<file path="config.mk">
export PLATFORM = sky130hd
export DESIGN_NAME = tbu_lifo_out
export DESIGN_NICKNAME = d
export VERILOG_FILES = /design/src/rtl/tbu_lifo_out.sv
export SDC_FILE = /design/constraint.sdc
export NUM_CORES = 1
export LEC_CHECK = 0
export ABC_AREA = 1
export BUFFER_PORTS_ARGS = -buffer_cell sky130_fd_sc_hd__buf_2
export CELL_PAD_IN_SITES_DETAIL_PLACEMENT = 0
export CELL_PAD_IN_SITES_GLOBAL_PLACEMENT = 1
export CORE_ASPECT_RATIO = 0.7
export CORE_MARGIN = 1
export CORE_UTILIZATION = 40
export DETAILED_ROUTE_END_ITERATION = 12
export PLACE_DENSITY = 0.68
export SYNTH_ARGS = -nofsm -noshare
export SYNTH_HDL_FRONTEND = slang
export SYNTH_SLANG_ARGS = --single-unit
</file>
<file path="constraint.sdc">
create_clock -name clk -period 2.4 [get_ports clk]
set_input_delay 0.24 -clock clk [delete_from_list [all_inputs] [get_ports clk]]
set_output_delay 0.24 -clock clk [all_outputs]
set_load 0.01 [all_outputs]
</file>
<file path="src/rtl/tbu_lifo_out.sv">
// ---------------------------------------------------------------------------
// tbu_lifo_out
//   Output reversal stage for the Viterbi traceback unit. The tbu writes each
//   traceback block newest-first. This block stores every block in one of two
//   ping-pong bit banks and replays it oldest-first on a valid/ready stream.
//   One bank can fill while the other drains.
//
// Optional build macro:
//   TBU_LIFO_LAST_EN : adds output d_last, which marks the final bit of a block.
//
// Parameters:
//   DEPTH : maximum bits per traceback block (bank size), 2..256
//   AW    : pointer/count width, derived from DEPTH (do not override)
//
// Ports:
//   clk       in   clock
//   rst       in   asynchronous active-low reset
//   enable    in   global decoder enable; writes are accepted only when high
//   wr_en     in   tbu output-valid
//   d_in      in   decoded bit from the tbu (newest-first)
//   out_ready in   downstream ready
//   ovf_clr   in   synchronous clear of the sticky overflow flag
//   d_out     out  decoded bit, time-ordered (oldest first)
//   d_valid   out  d_out valid
//   ovf       out  sticky overflow flag (a bit was dropped)
//   d_last    out  final bit of a block (TBU_LIFO_LAST_EN only)
// ---------------------------------------------------------------------------
module tbu_lifo_out #(
    parameter int DEPTH = 32,
    parameter int AW    = $clog2(DEPTH) + 1
) (
    input  logic clk,
    input  logic rst,
    input  logic enable,
    input  logic wr_en,
    input  logic d_in,
    input  logic out_ready,
    input  logic ovf_clr,
    output logic d_out,
    output logic d_valid,
    output logic ovf
`ifdef TBU_LIFO_LAST_EN
    ,
    output logic d_last
`endif
);

    localparam int IW = AW - 1;   // bank address width

    typedef enum logic {
        ST_IDLE = 1'b0,
        ST_READ = 1'b1
    } state_t;

    state_t          state_q, state_d;
    logic [1:0]      full_q, full_d;
    logic            wbank_q, wbank_d;
    logic            rbank_q, rbank_d;
    logic [AW-1:0]   wptr_q, wptr_d;
    logic [AW-1:0]   rptr_q, rptr_d;
    logic [AW-1:0]   cnt_q [2];
    logic [AW-1:0]   cnt_d [2];
    logic            ovf_q, ovf_d;
    logic            active_q, active_d;
    logic            hold_q, hold_d;

    logic [DEPTH-1:0] mem_q [2];

    logic            active;
    logic            wr_ok;
    logic            wr_drop;
    logic            close_a;
    logic            close_b;
    logic [IW-1:0]   rd_addr;
    logic            rd_bit;
    logic            rd_valid;
    logic            rd_last;

    assign active   = enable & wr_en;
    // Full flags are sampled before the edge: a bank freed by the reader on
    // this same edge still rejects the write.
    assign wr_ok    = active & ~full_q[wbank_q];
    assign wr_drop  = active &  full_q[wbank_q];
    // Bank filled to capacity by this write.
    assign close_a  = wr_ok && (wptr_q == AW'(DEPTH - 1));
    // End of a tbu burst. enable=0 pauses the write side rather than ending
    // the block, so the falling edge is only judged while enable is high.
    assign close_b  = enable && active_q && !wr_en && (wptr_q != '0);

    // Highest written address holds the oldest bit, so replay counts down.
    assign rd_addr  = IW'(cnt_q[rbank_q] - rptr_q - AW'(1));
    assign rd_bit   = mem_q[rbank_q][rd_addr];
    assign rd_valid = (state_q == ST_READ);
    assign rd_last  = (rptr_q == (cnt_q[rbank_q] - AW'(1)));

    always_comb begin
        state_d  = state_q;
        full_d   = full_q;
        wbank_d  = wbank_q;
        rbank_d  = rbank_q;
        wptr_d   = wptr_q;
        rptr_d   = rptr_q;
        cnt_d    = cnt_q;
        ovf_d    = ovf_q;
        hold_d   = hold_q;
        active_d = enable ? active : active_q;

        // Write side and block close
        if (wr_ok) begin
            wptr_d = wptr_q + AW'(1);
        end
        if (close_a) begin
            full_d[wbank_q] = 1'b1;
            cnt_d[wbank_q]  = AW'(DEPTH);
            wbank_d         = ~wbank_q;
            wptr_d          = '0;
        end else if (close_b) begin
            full_d[wbank_q] = 1'b1;
            cnt_d[wbank_q]  = wptr_q;
            wbank_d         = ~wbank_q;
            wptr_d          = '0;
        end

        // Sticky overflow; a new drop wins over a same-edge clear.
        if (ovf_clr) ovf_d = 1'b0;
        if (wr_drop) ovf_d = 1'b1;

        // Read FSM
        case (state_q)
            ST_IDLE: begin
                if (full_q[rbank_q]) begin
                    rptr_d  = '0;
                    state_d = ST_READ;
                end
            end
            ST_READ: begin
                hold_d = rd_bit;   // keeps d_out stable once the block ends
                if (out_ready) begin
                    if (rd_last) begin
                        full_d[rbank_q] = 1'b0;
                        rbank_d         = ~rbank_q;
                        state_d         = ST_IDLE;
                    end else begin
                        rptr_d = rptr_q + AW'(1);
                    end
                end
            end
            default: state_d = ST_IDLE;
        endcase
    end

    always_ff @(posedge clk or negedge rst) begin
        if (!rst) begin
            state_q  <= ST_IDLE;
            full_q   <= '0;
            wbank_q  <= 1'b0;
            rbank_q  <= 1'b0;
            wptr_q   <= '0;
            rptr_q   <= '0;
            cnt_q[0] <= '0;
            cnt_q[1] <= '0;
            ovf_q    <= 1'b0;
            active_q <= 1'b0;
            hold_q   <= 1'b0;
        end else begin
            state_q  <= state_d;
            full_q   <= full_d;
            wbank_q  <= wbank_d;
            rbank_q  <= rbank_d;
            wptr_q   <= wptr_d;
            rptr_q   <= rptr_d;
            cnt_q[0] <= cnt_d[0];
            cnt_q[1] <= cnt_d[1];
            ovf_q    <= ovf_d;
            active_q <= active_d;
            hold_q   <= hold_d;
        end
    end

    // Bank storage: contents need no reset, only the full/count state does.
    always_ff @(posedge clk) begin
        if (wr_ok) begin
            mem_q[wbank_q][wptr_q[IW-1:0]] <= d_in;
        end
    end

    assign d_valid = rd_valid;
    assign d_out   = rd_valid ? rd_bit : hold_q;
    assign ovf     = ovf_q;

`ifdef TBU_LIFO_LAST_EN
    assign d_last  = rd_valid && rd_last;
`endif

endmodule

</file>
==> results.sh, run 1 <==
export IMPL_arrival_ns=2.55
export IMPL_setup_total_negative_slack_ns=-0.3937
export IMPL_grt_max_degree=37
export IMPL_max_slew_margin=0.4980
export IMPL_clockBufferDepth=2
export IMPL_setup_worst_path_start_class="register"
export IMPL_holdWs_ns=0.07059
export IMPL_synth_area_um2=5167
export IMPL_overflow=0
export IMPL_irDropWorstVdd_uv=886.8
export IMPL_postLayoutSetupSlackWorst_ns=-0.3937
export IMPL_finalSetupViolations=1
export IMPL_ctsRootBufferMaster="clkbuf_16"
export IMPL_synth_top_cells_by_area="edfxtp_1, dfrtp_1, nand2_1"
export IMPL_synth_seq_area_share=0.5269
export IMPL_critical_path_peak_fanout=4
export IMPL_min_period_ns=2.794
export IMPL_design_core_area_um2=12510
export IMPL_initial_core_util=0.4132
export IMPL_pin_slew_with_the_least_headroom_to_its_limit_ns=0.7530
export IMPL_fp_row_count=34
export IMPL_wl_per_cell_um=16.40
export IMPL_detail_route_drc_violations=0
export IMPL_netlist_instances=609
export IMPL_post_layout_total_power_mw=9.066
export IMPL_power_leakage_nw=2.587
export IMPL_count_of_buffers_from_port_buffering=9
export IMPL_slew_violations=0
export IMPL_tritoncts_clock_tree="yes"
export IMPL_timing_setup_critical_path_class="register to output pin"
export IMPL_yosysTopAreaCell="edfxtp_1"
export IMPL_synth_async_sr_flop_share=0.3333
export IMPL_syn2layout_area_growth_pct=17.51
export IMPL_clk_pin_slew_worst_paths_ns=0.08
export IMPL_antenna_violations_before_repair=0
export IMPL_finalHoldViolCount=0
export IMPL_yosys_most_used_dff="edfxtp_1"
export IMPL_first_global_vias=4108
export IMPL_clock_insertion_delay_worst_skew_ns=0.35
export IMPL_achievable_frequency_mhz=357.9
export IMPL_number_of_cts_inserted_buffers=9
export IMPL_drive_above_1_share=0.2012
export IMPL_max_cap_viols=0
export IMPL_synthesized_nets=627
export IMPL_cellPowerDensity_nw_per_um2=1493
export IMPL_detailed_route_via_count=4076
export IMPL_required_time_of_the_worst_setup_path_ns=2.16
export IMPL_htree_num_levels=3
export IMPL_syn_mean_instance_area_um2=8.485
export IMPL_place_detailed_hpwl_um=9002
export IMPL_floorplan_die_width_um=137.9
export IMPL_grt_first_pass_wirelength_um=21870
export IMPL_violated_checks="setup timing"
export IMPL_floorplan_die_height_um=97.10
export IMPL_outcome="finished, violations left"
export IMPL_antenna_diode_count=0
export IMPL_finalClockSkew_ns=0.009071
export IMPL_synth_edf_count=64
export IMPL_setup_repair_after_global_routing_missed_its_margin="yes"
export IMPL_routability_driven_placement_congestion_ratio=0.8473
export IMPL_crit_path_end_kind="output pin"
export IMPL_finish_cell_count_without_fillers=803
export IMPL_routed_via_density=5.076
export IMPL_synth_lib_cells_used_distinct=35
export IMPL_timing_hold_worst_class="input port to register"
export IMPL_final_min_period_over_clock_period=1.164
export IMPL_numClockSinks=96
export IMPL_drtAntennaViolNets=0
export IMPL_yosys_warning_count=0
export IMPL_synth_seq_cells=96
export IMPL_route_final_wire_length_um=13170
export IMPL_yosysTopAreaCellShare=0.3719
export IMPL_groute_usage_overall=0.2153
export IMPL_die_area_um2=13380
export IMPL_i_o_pin_count=10
export IMPL_drt_iter0_drc=246
export IMPL_number_of_placed_cells_counting_well_taps=784
export IMPL_detail_route_first_pass_iterations=4
export IMPL_nNetsFinal=654
==> final cells by class <==
| type | instances | area (um^2) |
|---|---|---|
| Clock inverter | 7 | 72.57 |
| Clock buffer | 9 | 225.2 |
| Tap cell | 162 | 202.7 |
| Timing Repair Buffer | 41 | 345.3 |
| Fill cell | 1233 | 6435 |
| Inverter | 72 | 280.3 |
| Multi-Input combinational cell | 416 | 2222 |
| Sequential cell | 96 | 2724 |
==> layer usage <==
| layer | vias up | part of all wire | global-route usage |
|---|---|---|---|
| li1 | 2059 | - | - |
| met1 | 1942 | 0.52 | 0.3351 |
| met2 | 71 | 0.43 | 0.3123 |
| met3 | 4 | 0.041 | 0.03756 |
| met4 | 0 | 0.0050 | 0.04013 |
| met5 | - | 0 | 0 |
==> sequential cells by signal, summed over array words and instances (netlist names) <==
| name | flops |
|---|---|
| wptr_q | 6 |
| rptr_q | 6 |
| d_valid | 1 |
| full_q | 2 |
| rbank_q | 1 |
| wbank_q | 1 |
| active_q | 1 |
| hold_q | 1 |
| mem_q | 64 |
| cnt_q | 12 |
| ovf | 1 |
==> cells by family (layout without fill, tap and decap cells) <==
logic type      count (synthesis)  count (layout)  synth area share
xor+xnor                        8               8           0.01356
compound gates                 41              41           0.04721
buf+inv                        97             129           0.07893
simple gates                  356             356            0.3053
flops                          96              96            0.5269
fa+ha+maj                      11              11           0.02809
==> worst max-delay path: stages, from the launching register on <==
cell      delay (ns)
dfrtp_2         0.44
clkinv_4        0.06
nand2_2         0.04
nand2_2         0.06
inv_2           0.05
ha_4            0.16
fa_2            0.62
buf_6           0.15
nand3_2         0.07
nand3_2         0.10
nand3_2         0.06
nand3_2         0.07
nand2_2         0.07
nand2_2         0.06
nand2_2         0.06
buf_6           0.12
==> Yosys cell counts, drive strengths merged, types with 2 or more instances <==
library cell / n
clkinv: 2
xor2: 7
nand2: 173
edfxtp: 64
buf: 12
a31oi: 2
clkbuf: 13
dfrtp: 32
nand4: 3
nor3: 54
nand3: 67
ha: 10
nor2: 57
a21oi: 6
inv: 70
o22ai: 7
o21bai: 2
o21ai: 23
==> where the power goes <==
part | internal [mW] | switching [mW] | total (mW) | leakage (nW)
clock | 0.736 | 0.706 | 1.44 | 0.143
combinational | 2.11 | 3.37 | 5.49 | 1.46
sequential | 1.97 | 0.164 | 2.14 | 0.980
total | 4.82 | 4.24 | 9.07 | 2.59
==> through the flow <==
step,util,worst slack (ns),instance area (um^2)
2_1_floorplan,-,0.01315,5169
3_5_place_dp,0.4408,-0.1991,5513
4_1_cts,0.4777,-0.4487,5974
3_3_place_gp,0.4408,-0.1100,5513
5_1_grt,0.4855,-0.5115,6072
6_report,0.4855,-0.3937,6072
==> final timing paths <==
check / from / to / slack (ns) / cells after the start
worst max-delay path: rbank_q / d_out / -0.39 / 15
worst min-delay path: ovf_clr / ovf / 0.07 / 2
worst max register to register: rbank_q / rptr_q[5] / 0.16 / 16
worst min register to register: cnt_q[4] / cnt_q[4] / 0.51 / 2
max in group asynchronous: rst / rbank_q / 1.38 / 2
min in group asynchronous: rst / rptr_q[1] / 0.49 / 2
==> layout by cell type, fill, tap and decap left out, types with 3 or more instances in the layout <==
cell,count
nand2_1,153
inv_6,3
nand4_1,3
buf_4,25
nand2_2,17
clkbuf_16,9
o21ai_0,19
nand3_2,28
xor2_1,6
dfrtp_1,31
o22ai_1,7
edfxtp_1,64
a21oi_1,4
nand3_1,39
inv_2,7
nor2_1,53
ha_1,8
buf_2,8
buf_6,4
nand2_4,3
inv_1,61
nor3_1,53
==> what timing repair did <==
item                       4_1_cts  5_1_grt
pin swaps                       17       13
buffers inserted                 1        1
gates resized for setup         33       22
hold endpoints to repair        21        0
setup endpoints to repair        7       11
hold buffers                     1        0
(Power assumes the default switching activity.)
==> inputs of run 2 (changes only) <==
Settings changed: SETUP_SLACK_MARGIN set to 0.2, SKIP_LAST_GASP set to 1.
==> results.sh, run 2 (same netlist as run 1, synthesis figures left out) <==
export IMPL_p_switching_mw=4.333
export IMPL_slew_violations=0
export IMPL_final_cell_mix="nand2_1, edfxtp_1, inv_1"
export IMPL_outcome="finished, violations left"
export IMPL_clock_power_share=0.153
export IMPL_detail_route_drc_violations=0
export IMPL_routed_via_density=5.172
export IMPL_finish_instance_area_um2=6045
export IMPL_grt_first_pass_wirelength_um=21280
export IMPL_ctsRootBufferMaster="clkbuf_16"
export IMPL_irDropWorstVdd_uv=1298
export IMPL_setup_repair_after_global_routing_missed_its_margin="yes"
export IMPL_crit_path_end_kind="output pin"
export IMPL_antenna_diode_count=0
export IMPL_cellPowerDensity_nw_per_um2=1535
export IMPL_arrival_ns=2.60
export IMPL_floorplan_die_height_um=97.10
export IMPL_antenna_violations_before_repair=0
export IMPL_timing_hold_worst_class="input port to register"
export IMPL_count_of_buffers_from_port_buffering=9
export IMPL_floorplan_die_width_um=137.9
export IMPL_finalSetupViolations=1
export IMPL_post_cts_buffers=0
export IMPL_routability_driven_placement_congestion_ratio=0.9584
export IMPL_dpl_instance_area_um2=5548
export IMPL_final_min_period_over_clock_period=1.184
export IMPL_overflow=0
export IMPL_switching_share_of_power=0.4670
export IMPL_commonest_non_fill_non_tap_cell_in_the_layout="nand2_1"
export IMPL_initial_core_util=0.4132
export IMPL_n_fill_cell=1242
export IMPL_postLayoutSetupSlackWorst_ns=-0.4416
export IMPL_min_period_ns=2.842
export IMPL_number_of_cts_inserted_buffers=9
export IMPL_tritoncts_clock_tree="yes"
export IMPL_clockBufferDepth=2
export IMPL_finish_cell_count_without_fillers=798
export IMPL_syn2layout_area_growth_pct=16.97
export IMPL_pwr_share_comb=0.616
export IMPL_max_reg_flops=64
export IMPL_drive_above_1_share=0.1903
export IMPL_power_report_internal_total_mw=4.944
export IMPL_critical_path_peak_fanout=8
export IMPL_drt_iter0_drc=273
export IMPL_i_o_pin_count=10
export IMPL_power_leakage_nw=2.568
export IMPL_fp_row_count=34
export IMPL_number_of_placed_cells_counting_well_taps=780
export IMPL_reg2reg_slack_ns=0.06
export IMPL_achievable_frequency_mhz=351.9
export IMPL_sequentialPowerShare=0.231
export IMPL_finalHoldViolCount=0
export IMPL_violated_checks="setup timing"
export IMPL_max_slew_margin=0.3121
export IMPL_required_time_of_the_worst_setup_path_ns=2.16
export IMPL_die_area_um2=13380
export IMPL_finalClockSkew_ns=0.006555
export IMPL_pin_slew_with_the_least_headroom_to_its_limit_ns=1.032
export IMPL_max_cap_viols=0
export IMPL_grt_max_degree=65
export IMPL_wl_per_cell_um=16.45
export IMPL_detail_route_first_pass_iterations=5
export IMPL_clk_pin_slew_worst_paths_ns=0.07
export IMPL_nNetsFinal=649
export IMPL_clock_insertion_delay_worst_skew_ns=0.35
export IMPL_numClockSinks=96
export IMPL_drtAntennaViolNets=0
export IMPL_first_global_vias=3862
export IMPL_route_final_wire_length_um=13130
export IMPL_htree_num_levels=3
export IMPL_pre_cts_ws_ns=-0.09719
export IMPL_groute_usage_overall=0.2131
export IMPL_design_core_area_um2=12510
export IMPL_setup_worst_path_start_class="register"
export IMPL_setup_total_negative_slack_ns=-0.4416
export IMPL_timing_setup_critical_path_class="register to output pin"
export IMPL_place_detailed_hpwl_um=9126
export IMPL_detailed_route_via_count=4127
-- run 2: changes by cell type in the layout (fill, tap and decap cells not counted), sizes merged --
cell	before	now
clkinvlp	1	0
clkinv	5	6
buf	40	35
-- run 2: cell type report --
cell class | instances | area (um^2) | area share
Timing Repair Buffer | 36 | 317.8 | 0.05258
Clock buffer | 9 | 225.2 | 0.03726
Multi-Input combinational cell | 416 | 2223 | 0.3678
Inverter | 72 | 290.3 | 0.04802
Clock inverter | 7 | 61.31 | 0.01014
Sequential cell | 96 | 2724 | 0.4506
Tap cell | 162 | 202.7 | 0.03353
-- run 2: final timing paths --
path	cells past startpoint	endpoint	start
min reg2reg	2	cnt_q[4]	cnt_q[4]
max in group asynchronous	2	rbank_q	rst
max reg2reg	15	hold_q	rbank_q
min in group asynchronous	2	rptr_q[2]	rst
min	2	ovf	ovf_clr
max	16	d_out	rbank_q
-- run 2: timing repair --
action	4_1_cts	5_1_grt
endpoints found under the setup margin	11	12
hold buffers	1	0
pin swaps	17	9
endpoints found under the hold margin	32	0
resized for setup	28	15
gates cloned	1	0
-- run 2: routing by layer --
| layer | global-route usage | up-vias | part of all wire |
|---|---|---|---|
| met3 | 0.04591 | 11 | 0.067 |
| met1 | 0.3381 | 1960 | 0.51 |
| met5 | 0 | - | 0 |
| li1 | - | 2053 | - |
| met2 | 0.2927 | 103 | 0.41 |
| met4 | 0.04515 | 0 | 0.0071 |
-- run 2: through the flow --
stage | power [mW] | util | hold slack (ns)
2_1_floorplan | 5.376 | - | -0.05559
3_3_place_gp | 6.888 | 0.4436 | 0.3561
3_5_place_dp | 6.952 | 0.4436 | 0.3556
4_1_cts | 9.148 | 0.4796 | 0.06708
5_1_grt | 9.972 | 0.4833 | 0.09597
6_report | 9.277 | 0.4833 | 0.07446
-- run 2: worst max-delay path, stage by stage (launching register included) --
cell	delay (ns)
dfrtp_2	0.44
clkinv_4	0.07
nand2_4	0.04
nand2_4	0.06
inv_4	0.04
ha_4	0.15
fa_2	0.62
buf_12	0.16
inv_12	0.05
nand3_2	0.07
nand3_2	0.07
nand3_2	0.08
nand3_2	0.08
nand2_2	0.09
nand2_2	0.05
nand2_2	0.08
buf_6	0.10
-- run 2: power groups by stage --
stage	Clock, mW	Combinational [mW]	Sequential, mW
6_report	1.42	5.72	2.14
5_1_grt	1.50	6.30	2.17
4_1_cts	1.45	5.56	2.14
3_5_place_dp	0	4.78	2.17
3_3_place_gp	0	4.72	2.17
2_1_floorplan	0	3.26	2.12
==> inputs of run 3 (changes only) <==
Settings changed: CORE_MARGIN 1 to 8, SKIP_LAST_GASP 1 to unset.
==> results.sh, run 3 (same netlist as run 1, synthesis figures left out) <==
export IMPL_wl_per_cell_um=17.14
export IMPL_critical_path_slowest_cell="fa_2"
export IMPL_floorplan_die_width_um=151.9
export IMPL_grt_first_pass_wirelength_um=21800
export IMPL_detail_route_drc_violations=0
export IMPL_htree_num_levels=3
export IMPL_achievable_frequency_mhz=355.7
export IMPL_setup_worst_path_start_class="register"
export IMPL_detail_route_first_pass_iterations=5
export IMPL_antenna_diode_count=0
export IMPL_detailroute_wirelength_met2_um=5757
export IMPL_max_slew_margin=0.3375
export IMPL_outcome="finished, violations left"
export IMPL_clock_insertion_delay_worst_skew_ns=0.35
export IMPL_initial_core_util=0.4132
export IMPL_post_layout_total_power_mw=9.593
export IMPL_worst_path_most_repeated_cell="nand3_2"
export IMPL_i_o_pin_count=10
export IMPL_detailed_route_via_count=4187
export IMPL_grt_max_degree=65
export IMPL_cp_slowest_stage_delay_ns=0.60
export IMPL_crit_path_end_kind="output pin"
export IMPL_timing_setup_critical_path_class="register to output pin"
export IMPL_max_cap_viols=0
export IMPL_numClockSinks=96
export IMPL_floorplan_die_height_um=111.1
export IMPL_finalClockSkew_ns=0.006012
export IMPL_wirelength_met1_um=6964
export IMPL_crit_path_cell_trace="clkinv_4 -> nand2_4 -> nand2_4 -> inv_2 -> ha_4 -> fa_2 -> buf_12 -> inv_12 -> nand3_2 -> nand3_2 -> nand3_2 -> nand3_2 -> nand2_2 -> nand2_2 -> nand2_2 -> buf_6"
export IMPL_finalHoldViolCount=0
export IMPL_tritoncts_clock_tree="yes"
export IMPL_drt_iter0_drc=305
export IMPL_first_global_vias=3957
export IMPL_final_min_period_over_clock_period=1.171
export IMPL_final_cell_mix="nand2_1, edfxtp_1, inv_1"
export IMPL_power_leakage_nw=2.603
export IMPL_timing_hold_worst_class="input port to register"
export IMPL_count_of_buffers_from_port_buffering=9
export IMPL_max_reg_flops=64
export IMPL_drive_above_1_share=0.1938
export IMPL_fp_row_count=34
export IMPL_clk_pin_slew_worst_paths_ns=0.07
export IMPL_overflow=0
export IMPL_drtAntennaViolNets=0
export IMPL_routability_driven_placement_congestion_ratio=0.9267
export IMPL_place_detailed_hpwl_um=9426
export IMPL_cellPowerDensity_nw_per_um2=1564
export IMPL_finalSetupViolations=2
export IMPL_irDropWorstVdd_uv=1137
export IMPL_syn2layout_area_growth_pct=18.69
export IMPL_slew_violations=0
export IMPL_number_of_cts_inserted_buffers=9
export IMPL_required_time_of_the_worst_setup_path_ns=2.16
export IMPL_violated_checks="setup timing"
export IMPL_clockBufferDepth=2
export IMPL_topRoutingLayerUsed="met4"
export IMPL_holdWs_ns=0.07055
export IMPL_postLayoutSetupSlackWorst_ns=-0.4110
export IMPL_design_core_area_um2=12510
export IMPL_route_met3_wl_um=832
export IMPL_cpLargestDelayFamily="adder cells"
export IMPL_arrival_ns=2.57
export IMPL_setup_repair_after_global_routing_missed_its_margin="yes"
export IMPL_commonest_non_fill_non_tap_cell_in_the_layout="nand2_1"
export IMPL_min_period_ns=2.811
export IMPL_route_final_wire_length_um=13750
export IMPL_antenna_violations_before_repair=0
export IMPL_routed_via_density=5.221
export IMPL_pin_slew_with_the_least_headroom_to_its_limit_ns=0.9937
export IMPL_die_area_um2=16870
export IMPL_worstPathBufferInverterCount=5
export IMPL_ctsRootBufferMaster="clkbuf_16"
export IMPL_nNetsFinal=653
export IMPL_groute_usage_overall=0.1616
export IMPL_critical_path_peak_fanout=8
run 3: cell type report:
class / count / area, um^2
clock buffer: 10 / 229.0
tap: 162 / 202.7
sequential: 96 / 2724
multi-input combinational: 416 / 2248
timing repair buffer: 40 / 374.1
clock inverter: 6 / 67.56
inverter: 72 / 287.8
fill: 1207 / 6374
run 3: repair_timing:
| action | 4_1_cts | 5_1_grt |
|---|---|---|
| gates resized for setup | 22 | 24 |
| setup buffers | 0 | 1 |
| hold endpoints to repair | 32 | 0 |
| pin swaps | 1 | 13 |
| gates cloned | 0 | 1 |
| hold buffers | 1 | 0 |
| setup endpoints to repair | 12 | 12 |
run 3: metal layers:
metal | vias up | track usage
li1 | 2065 | -
met1 | 1998 | 0.2412
met2 | 104 | 0.2238
met3 | 20 | 0.03760
met4 | 0 | 0.04734
met5 | - | 0
run 3: stage by stage:
step                setup slack [ns]    util  area, um^2  instances  setup TNS, ns
global route                 -0.5265  0.4904        6133        802        -0.6798
global placement            -0.02796  0.4464        5583        783       -0.02796
CTS                          -0.3850  0.4785        5984        800        -0.3850
finish                       -0.4110  0.4904        6133        802        -0.4477
floorplan                     0.1068       -        5230        609              0
detailed placement          -0.08354  0.4464        5583        783       -0.08354
run 3: power breakdown:
part	internal (mW)	switching [mW]	total, mW	leakage, nW
clock network	0.816	0.668	1.48	0.147
logic	2.38	3.58	5.96	1.47
registers	1.98	0.172	2.15	0.980
total	5.17	4.42	9.59	2.60
run 3: worst reg2reg max path, stage by stage (launching register included):
cell	delay (ns)
dfrtp_2	0.44
clkinv_4	0.06
nand2_4	0.04
nand2_4	0.05
inv_2	0.05
ha_4	0.16
fa_2	0.60
clkbuf_16	0.16
nand3_1	0.09
nand3_2	0.11
nand3_2	0.07
nand3_2	0.08
nand2_2	0.06
nand2_2	0.06
nand2_2	0.06
buf_4	0.13
buf_4	0.12
run 3: path summary, 6_finish.rpt:
kind / endpoint / from / slack [ns] / cells after the start
worst max-delay path: d_out / rbank_q / -0.41 / 16
worst min-delay path: ovf / ovf_clr / 0.07 / 2
worst max register to register: hold_q / rbank_q / -0.04 / 16
worst min register to register: cnt_q[4] / cnt_q[4] / 0.51 / 2
max in group asynchronous: rbank_q / rst / 1.37 / 2
min in group asynchronous: rptr_q[2] / rst / 0.50 / 2
